--- src/rtl/mvm_ctrl_pkg.sv ---
// Shared types and sizing helpers for the matrix-vector UART controller.
// Byte-count helpers assume every flattened bus is a whole number of bytes.
package mvm_ctrl_pkg;

    typedef enum logic [1:0] {
        S_LOAD  = 2'd0,
        S_START = 2'd1,
        S_WAIT  = 2'd2,
        S_SEND  = 2'd3
    } state_t;

    localparam int DEF_R              = 8;
    localparam int DEF_C              = 8;
    localparam int DEF_W_K            = 4;
    localparam int DEF_W_X            = 4;
    localparam int DEF_W_Y_OUT        = 16;
    localparam int DEF_BITS_PER_WORD  = 8;
    localparam int DEF_TIMEOUT_CYCLES = 1024;

    function automatic int calc_kb(input int r, input int c, input int w_k);
        return (r * c * w_k) / 8;
    endfunction

    function automatic int calc_xb(input int c, input int w_x);
        return (c * w_x) / 8;
    endfunction

    function automatic int calc_yb(input int r, input int w_y);
        return (r * w_y) / 8;
    endfunction

    // Counter width able to hold 0..n-1, never narrower than one bit.
    function automatic int cnt_width(input int n);
        return (n < 2) ? 1 : $clog2(n);
    endfunction

endpackage

--- src/rtl/mvm_ctrl_byte_ser.sv ---
// Result serializer: captures the engine result and streams it out LSB byte
// first over a valid/ready interface, flagging the final handshake.
module mvm_ctrl_byte_ser
    import mvm_ctrl_pkg::*;
#(
    parameter int YB = 16,
    parameter int BW = 8
) (
    input  logic             clk,
    input  logic             rstn,
    input  logic             i_load,
    input  logic [YB*BW-1:0] i_data,
    output logic [BW-1:0]    o_data,
    output logic             o_valid,
    input  logic             i_ready,
    output logic             o_last
);

    localparam int IW = cnt_width(YB);
    localparam logic [IW-1:0] IDX_LAST = IW'(YB - 1);

    logic [YB*BW-1:0] r_buf;
    logic [IW-1:0]    r_idx;
    logic             r_valid;
    logic [BW-1:0]    r_data;
    logic [YB*BW-1:0] w_buf_shift;
    logic             w_hs;

    // The buffer is shifted down so the next byte is always at the bottom.
    assign w_buf_shift = r_buf >> BW;
    assign w_hs        = r_valid && i_ready;
    assign o_last      = w_hs && (r_idx == IDX_LAST);

    always_ff @(posedge clk or negedge rstn) begin
        if (!rstn) begin
            r_buf   <= '0;
            r_idx   <= '0;
            r_valid <= 1'b0;
            r_data  <= '0;
        end else if (i_load) begin
            r_buf   <= i_data;
            r_idx   <= '0;
            r_valid <= 1'b1;
            r_data  <= i_data[BW-1:0];
        end else if (w_hs) begin
            if (r_idx == IDX_LAST) begin
                r_valid <= 1'b0;
                r_data  <= '0;
                r_idx   <= '0;
            end else begin
                r_buf  <= w_buf_shift;
                r_data <= w_buf_shift[BW-1:0];
                r_idx  <= r_idx + IW'(1);
            end
        end
    end

    assign o_data  = r_data;
    assign o_valid = r_valid;

endmodule

--- src/rtl/mvm_uart_ctrl.sv ---
// UART-side controller for a matrix-vector engine: loads K and x from a byte
// stream, starts the engine, returns y. Define MVM_RX_TIMEOUT_EN for the RX timer.
module mvm_uart_ctrl
    import mvm_ctrl_pkg::*;
#(
    parameter int R              = DEF_R,
    parameter int C              = DEF_C,
    parameter int W_K            = DEF_W_K,
    parameter int W_X            = DEF_W_X,
    parameter int W_Y_OUT        = DEF_W_Y_OUT,
    parameter int BITS_PER_WORD  = DEF_BITS_PER_WORD,
    parameter int TIMEOUT_CYCLES = DEF_TIMEOUT_CYCLES
) (
    input  logic                     clk,
    input  logic                     rstn,
    input  logic [BITS_PER_WORD-1:0] s_data,
    input  logic                     s_valid,
    output logic                     s_ready,
    output logic [BITS_PER_WORD-1:0] m_data,
    output logic                     m_valid,
    input  logic                     m_ready,
    output logic [R*C*W_K-1:0]       k_flat,
    output logic [C*W_X-1:0]         x_flat,
    output logic                     mvm_start,
    input  logic                     mvm_done,
    input  logic [R*W_Y_OUT-1:0]     y_flat,
    output logic                     busy,
    output logic                     rx_timeout
);

    localparam int BW = BITS_PER_WORD;
    localparam int KB = calc_kb(R, C, W_K);
    localparam int XB = calc_xb(C, W_X);
    localparam int YB = calc_yb(R, W_Y_OUT);
    localparam int NB = KB + XB;
    localparam int CW = cnt_width(NB);
    localparam logic [CW-1:0] CNT_LAST = CW'(NB - 1);

    generate
        if ((R * C * W_K) % 8 != 0 || (C * W_X) % 8 != 0 || (R * W_Y_OUT) % 8 != 0
            || BITS_PER_WORD != 8 || TIMEOUT_CYCLES < 1) begin : g_bad_cfg
            $error("mvm_uart_ctrl: K, x and y buses must be whole bytes of 8 bits");
        end
    endgenerate

    state_t        r_state;
    logic [CW-1:0] r_byte_cnt;
    logic          r_s_ready;
    logic          r_mvm_start;
    logic          r_busy;
    logic [BW-1:0] r_k_bytes [KB];
    logic [BW-1:0] r_x_bytes [XB];

    logic w_accept;
    logic w_timeout_hit;
    logic w_ser_load;
    logic w_ser_last;

    assign w_accept   = s_valid && r_s_ready;
    assign w_ser_load = (r_state == S_WAIT) && mvm_done;

    always_ff @(posedge clk or negedge rstn) begin
        if (!rstn) begin
            r_state     <= S_LOAD;
            r_byte_cnt  <= '0;
            r_s_ready   <= 1'b0;
            r_mvm_start <= 1'b0;
            r_busy      <= 1'b0;
        end else begin
            r_mvm_start <= 1'b0;
            case (r_state)
                S_LOAD: begin
                    r_s_ready <= 1'b1;
                    if (w_timeout_hit) begin
                        r_byte_cnt <= '0;
                    end else if (w_accept) begin
                        if (r_byte_cnt == CNT_LAST) begin
                            r_byte_cnt  <= '0;
                            r_state     <= S_START;
                            r_s_ready   <= 1'b0;
                            r_mvm_start <= 1'b1;
                            r_busy      <= 1'b1;
                        end else begin
                            r_byte_cnt <= r_byte_cnt + CW'(1);
                        end
                    end
                end
                S_START: r_state <= S_WAIT;
                S_WAIT: begin
                    if (mvm_done) begin
                        r_state <= S_SEND;
                    end
                end
                S_SEND: begin
                    if (w_ser_last) begin
                        r_state   <= S_LOAD;
                        r_s_ready <= 1'b1;
                        r_busy    <= 1'b0;
                    end
                end
                default: r_state <= S_LOAD;
            endcase
        end
    end

    // Each byte lane owns its own register; K and x persist across frames.
    for (genvar gi = 0; gi < KB; gi++) begin : g_k_bytes
        always_ff @(posedge clk or negedge rstn) begin
            if (!rstn) begin
                r_k_bytes[gi] <= '0;
            end else if (w_accept && r_byte_cnt == CW'(gi)) begin
                r_k_bytes[gi] <= s_data;
            end
        end
        assign k_flat[gi*BW +: BW] = r_k_bytes[gi];
    end

    for (genvar gi = 0; gi < XB; gi++) begin : g_x_bytes
        always_ff @(posedge clk or negedge rstn) begin
            if (!rstn) begin
                r_x_bytes[gi] <= '0;
            end else if (w_accept && r_byte_cnt == CW'(KB + gi)) begin
                r_x_bytes[gi] <= s_data;
            end
        end
        assign x_flat[gi*BW +: BW] = r_x_bytes[gi];
    end

`ifdef MVM_RX_TIMEOUT_EN
    localparam int TW = cnt_width(TIMEOUT_CYCLES);
    localparam logic [TW-1:0] TMR_LAST = TW'(TIMEOUT_CYCLES - 1);

    logic [TW-1:0] r_timer;
    logic          r_rx_timeout;

    // Only idle cycles inside a partially received frame count toward the limit.
    assign w_timeout_hit = (r_state == S_LOAD) && (r_byte_cnt != '0) && !w_accept
                           && (r_timer == TMR_LAST);

    always_ff @(posedge clk or negedge rstn) begin
        if (!rstn) begin
            r_timer      <= '0;
            r_rx_timeout <= 1'b0;
        end else begin
            r_rx_timeout <= w_timeout_hit;
            if (r_state != S_LOAD || r_byte_cnt == '0 || w_accept || w_timeout_hit) begin
                r_timer <= '0;
            end else begin
                r_timer <= r_timer + TW'(1);
            end
        end
    end

    assign rx_timeout = r_rx_timeout;
`else
    assign w_timeout_hit = 1'b0;
    assign rx_timeout    = 1'b0;
`endif

    mvm_ctrl_byte_ser #(
        .YB (YB),
        .BW (BW)
    ) u_byte_ser (
        .clk     (clk),
        .rstn    (rstn),
        .i_load  (w_ser_load),
        .i_data  (y_flat),
        .o_data  (m_data),
        .o_valid (m_valid),
        .i_ready (m_ready),
        .o_last  (w_ser_last)
    );

    assign s_ready   = r_s_ready;
    assign mvm_start = r_mvm_start;
    assign busy      = r_busy;

endmodule

--- config.mk ---
export PLATFORM = sky130hd
export DESIGN_NAME = mvm_uart_ctrl
export DESIGN_NICKNAME = d
export VERILOG_FILES = /design/src/rtl/mvm_ctrl_pkg.sv /design/src/rtl/mvm_ctrl_byte_ser.sv /design/src/rtl/mvm_uart_ctrl.sv
export SDC_FILE = /design/constraint.sdc
export NUM_CORES = 1
export LEC_CHECK = 0
export BUFFER_PORTS_ARGS = -buffer_cell sky130_fd_sc_hd__buf_2
export CAP_MARGIN = 0
export CELL_PAD_IN_SITES_DETAIL_PLACEMENT = 0
export CELL_PAD_IN_SITES_GLOBAL_PLACEMENT = 2
export CORE_ASPECT_RATIO = 0.5
export CORE_UTILIZATION = 35
export CTS_BUF_LIST = sky130_fd_sc_hd__clkbuf_2 sky130_fd_sc_hd__clkbuf_4 sky130_fd_sc_hd__clkbuf_8
export DETAILED_ROUTE_END_ITERATION = 10
export PLACE_DENSITY = 0.9
export SYNTH_ARGS = -nofsm -noshare
export SYNTH_HDL_FRONTEND = slang
export SYNTH_HIERARCHICAL = 1
export SYNTH_SLANG_ARGS = --single-unit
--- constraint.sdc ---
create_clock -name clk -period 3.3 [get_ports clk]
set_input_delay 0.33 -clock clk [delete_from_list [all_inputs] [get_ports clk]]
set_output_delay 0.33 -clock clk [all_outputs]
set_load 0.05 [all_outputs]
==> flow_metrics.tcl <==
set metrics [dict create \
    status "complete, no violations" \
    syn-mean-instance-area_sq_um 12.3 \
    worstPathRequired_ns 3.83 \
    setup_tns_ns 0 \
    ys.flop_type "dfrtp_1" \
    grt_pass1_vias 14200 \
    holdPathStages 3 \
    drv_cap 0 \
    numPortBuffers 440 \
    r2r_end "u_byte_ser/r_buf[117]$_DFFE_PN0P_" \
    totalWireLength_microns 56000 \
    ff2ff_setup_slack_ns 1.03 \
    startpoint "u_byte_ser/r_idx[0]$_DFFE_PN0P_" \
    min_from "m_ready" \
    gr-total-overflow 0 \
    worstPathMaxFanout 108 \
    critPathArrivalTime_ns 2.79 \
    reg2reg_depth 5 \
    rsz0062_at_grt "no" \
    netlist_area_sq_mm 0.0185 \
    areaGrowthSynthToFinish_pct 30.0 \
    clk_path_buf_depth 3 \
    leakage_nw 11.7 \
    fin_crit_sh 0.687 \
    power_mw 24.8 \
    finalSetupViolCount 0 \
    std_cell_rows 59 \
    grt_max_degree 114 \
    crit_type "reg2reg" \
    drt_iter0_markers 770 \
    io_pins 442 \
    synth_nets 1645 \
    ys_seq_elements 432 \
    clock-sinks 432 \
    grt_pass1_wl_microns 84400 \
    end_kind "flop" \
    fin_skew_ns 0.0229 \
    clk_pin_slew_ns 0.06 \
    cts_tree "done" \
    hp-class "in2reg" \
    fp.dieW_microns 327 \
    r2r_start "u_byte_ser/r_idx[0]$_DFFE_PN0P_" \
    power_per_cell_area_mw_per_mm2 1030 \
    fp.dieArea_sq_mm 0.0537 \
    grt_use_total 0.204 \
    slew_violations 0 \
    start_util 0.355 \
    fillers 4844 \
    slew_headroom 0.254 \
    cts_max_level 3 \
    synth_cells 1496 \
    clockRootBuffer "clkbuf_8" \
    final.min_clock_period_ns 2.27 \
    drive_gt1_frac 0.431 \
    min_delay_worst_endpoint "u_byte_ser/o_valid$_DFFE_PN0P_" \
    core_area_sq_mm 0.0520 \
    routedWlPerCell_microns 20.1 \
    drc 0 \
    fin_hold_ws_ns 0.134 \
    final-seq-area_sq_mm 0.0108 \
    drtAntennaViolNets 0 \
    vias 13900 \
    cp-start-kind "flop" \
    ir_worst_vdd_uv 724 \
    finalNetCount 2184 \
    routabilityCongestion 0.799 \
    synthArstFlopShare 1.00 \
    clock_latency_ns 0.62 \
    synth_edf_count 0 \
    routed_via_density 5.00 \
    cts_buffers 70 \
    grt_antenna_before_repair 3 \
    ys_types 45 \
    fmax_mhz 441 \
    dr.pass1.iters 5 \
    ys_warn_count 6 \
    worstMarginPinSlew_ns 1.12 \
    post-dp-hpwl_microns 35400 \
    ys_seq_area_frac 0.586 \
    multi_input_comb_area_sq_mm 0.00698 \
    die_y_microns 164 \
    finalHoldViolCount 0 \
]
-- cells in the final DEF, fill, tap and decap left out, types with 4 or more instances in the layout --
cell type	count
nor2_2	8
buf_2	439
dlygate4sd3_1	130
ha_1	8
nand3_1	18
o21ai_1	21
nand3_2	11
inv_1	10
nor2b_1	112
dfrtp_1	432
clkinvlp_4	4
a21oi_1	114
o21ai_0	117
a2bb2oi_1	8
nand2_1	48
mux2_2	273
and2_1	9
nor2_1	11
a31oi_1	115
clkinv_2	5
nor3_4	8
buf_12	7
clkbuf_4	16
mux2_1	8
clkbuf_8	89
buf_4	21
diode_2	4
-- worst max-delay path by stage --
stage                     cells after the start                                end
after global placement                        5   u_byte_ser/r_buf[98]$_DFFE_PN0P_
after detailed placement                      5  u_byte_ser/r_buf[101]$_DFFE_PN0P_
final                                         5  u_byte_ser/r_buf[117]$_DFFE_PN0P_
after global routing                          5  u_byte_ser/r_buf[123]$_DFFE_PN0P_
after CTS                                     5   u_byte_ser/r_buf[85]$_DFFE_PN0P_
after floorplan                               6             r_state[1]$_DFFE_PN0P_
-- flip-flops by register name, indices dropped and copies added (netlist names) --
| name | cells |
|---|---|
| mvm_start | 1 |
| u_byte_ser/o_valid | 1 |
| s_ready | 1 |
| r_state | 2 |
| u_byte_ser/r_idx | 4 |
| x_flat | 32 |
| busy | 1 |
| r_byte_cnt | 6 |
| u_byte_ser/o_data | 8 |
| k_flat | 256 |
| u_byte_ser/r_buf | 120 |
-- stage by stage --
stage / utilization / cell area [sq um] / cells / worst slack, ns
floorplan: - / 18500 / 1496 / 1.24
global placement: 0.408 / 21200 / 2534 / 1.07
detailed placement: 0.408 / 21200 / 2534 / 1.03
CTS: 0.461 / 24000 / 2782 / 1.01
global route: 0.461 / 24000 / 2786 / 0.819
finish: 0.461 / 24000 / 2786 / 1.03
-- critical path: stages (launching register included) --
cell	delay, ns
dfrtp_1	0.38
ha_1	0.25
and3_4	0.95
buf_4	0.32
o21ai_0	0.10
a21oi_1	0.17
-- report_power, final --
group          total, mW  switching [mW]  internal, mW
logic               11.2            7.95          3.24
registers           8.66            1.19          7.47
clock network       4.98            2.21          2.76
-- cell families after synthesis --
group,Yosys count,synth area share
DFF,432,0.586
AOI/OAI and AO/OA,382,0.115
muxes,281,0.171
and+or+nand+nor,247,0.0833
buffers and inverters,141,0.0373
adders and majority gates,8,0.00542
xor gates and xnor gates,4,0.00190
other,1,0.000203
-- synth_stat cells (all sizes together) (3+ instances only) --
master | instances | area, sq um
a21o | 3 | 22.5
a21oi | 114 | 571
a2bb2oi | 8 | 70.1
a31oi | 115 | 719
and2 | 11 | 68.8
buf | 63 | 395
clkbuf | 68 | 256
dfrtp | 432 | 10800
ha | 8 | 100
inv | 10 | 37.5
mux2 | 281 | 3160
nand2 | 49 | 186
nand3 | 31 | 228
nor2 | 19 | 91.3
nor2b | 112 | 701
nor3 | 12 | 155
o21ai | 138 | 691
-- area by class of cell --
| class | count | share of cell area |
|---|---|---|
| timing repair buffer | 598 | 0.159 |
| clock buffer | 105 | 0.0560 |
| clock inverter | 13 | 0.00563 |
| tap | 701 | 0.0365 |
| multi-input combinational | 923 | 0.291 |
| inverter | 10 | 0.00156 |
| antenna | 4 | 0.000417 |
| sequential | 432 | 0.450 |
-- per-layer routing --
metal | up-vias | track usage | part of all wire
li1 | 6395 | - | -
met1 | 7106 | 0.246 | 0.41
met2 | 298 | 0.362 | 0.52
met3 | 128 | 0.0334 | 0.027
met4 | 0 | 0.0939 | 0.040
met5 | - | 0 | 0
-- repair_timing --
| item | CTS | global route |
|---|---|---|
| hold endpoints to repair | 205 | 0 |
| setup buffers | 0 | 0 |
| hold buffers | 130 | 0 |
| resized for setup | 0 | 0 |
Note: power is estimated with default switching activity, not from simulation.
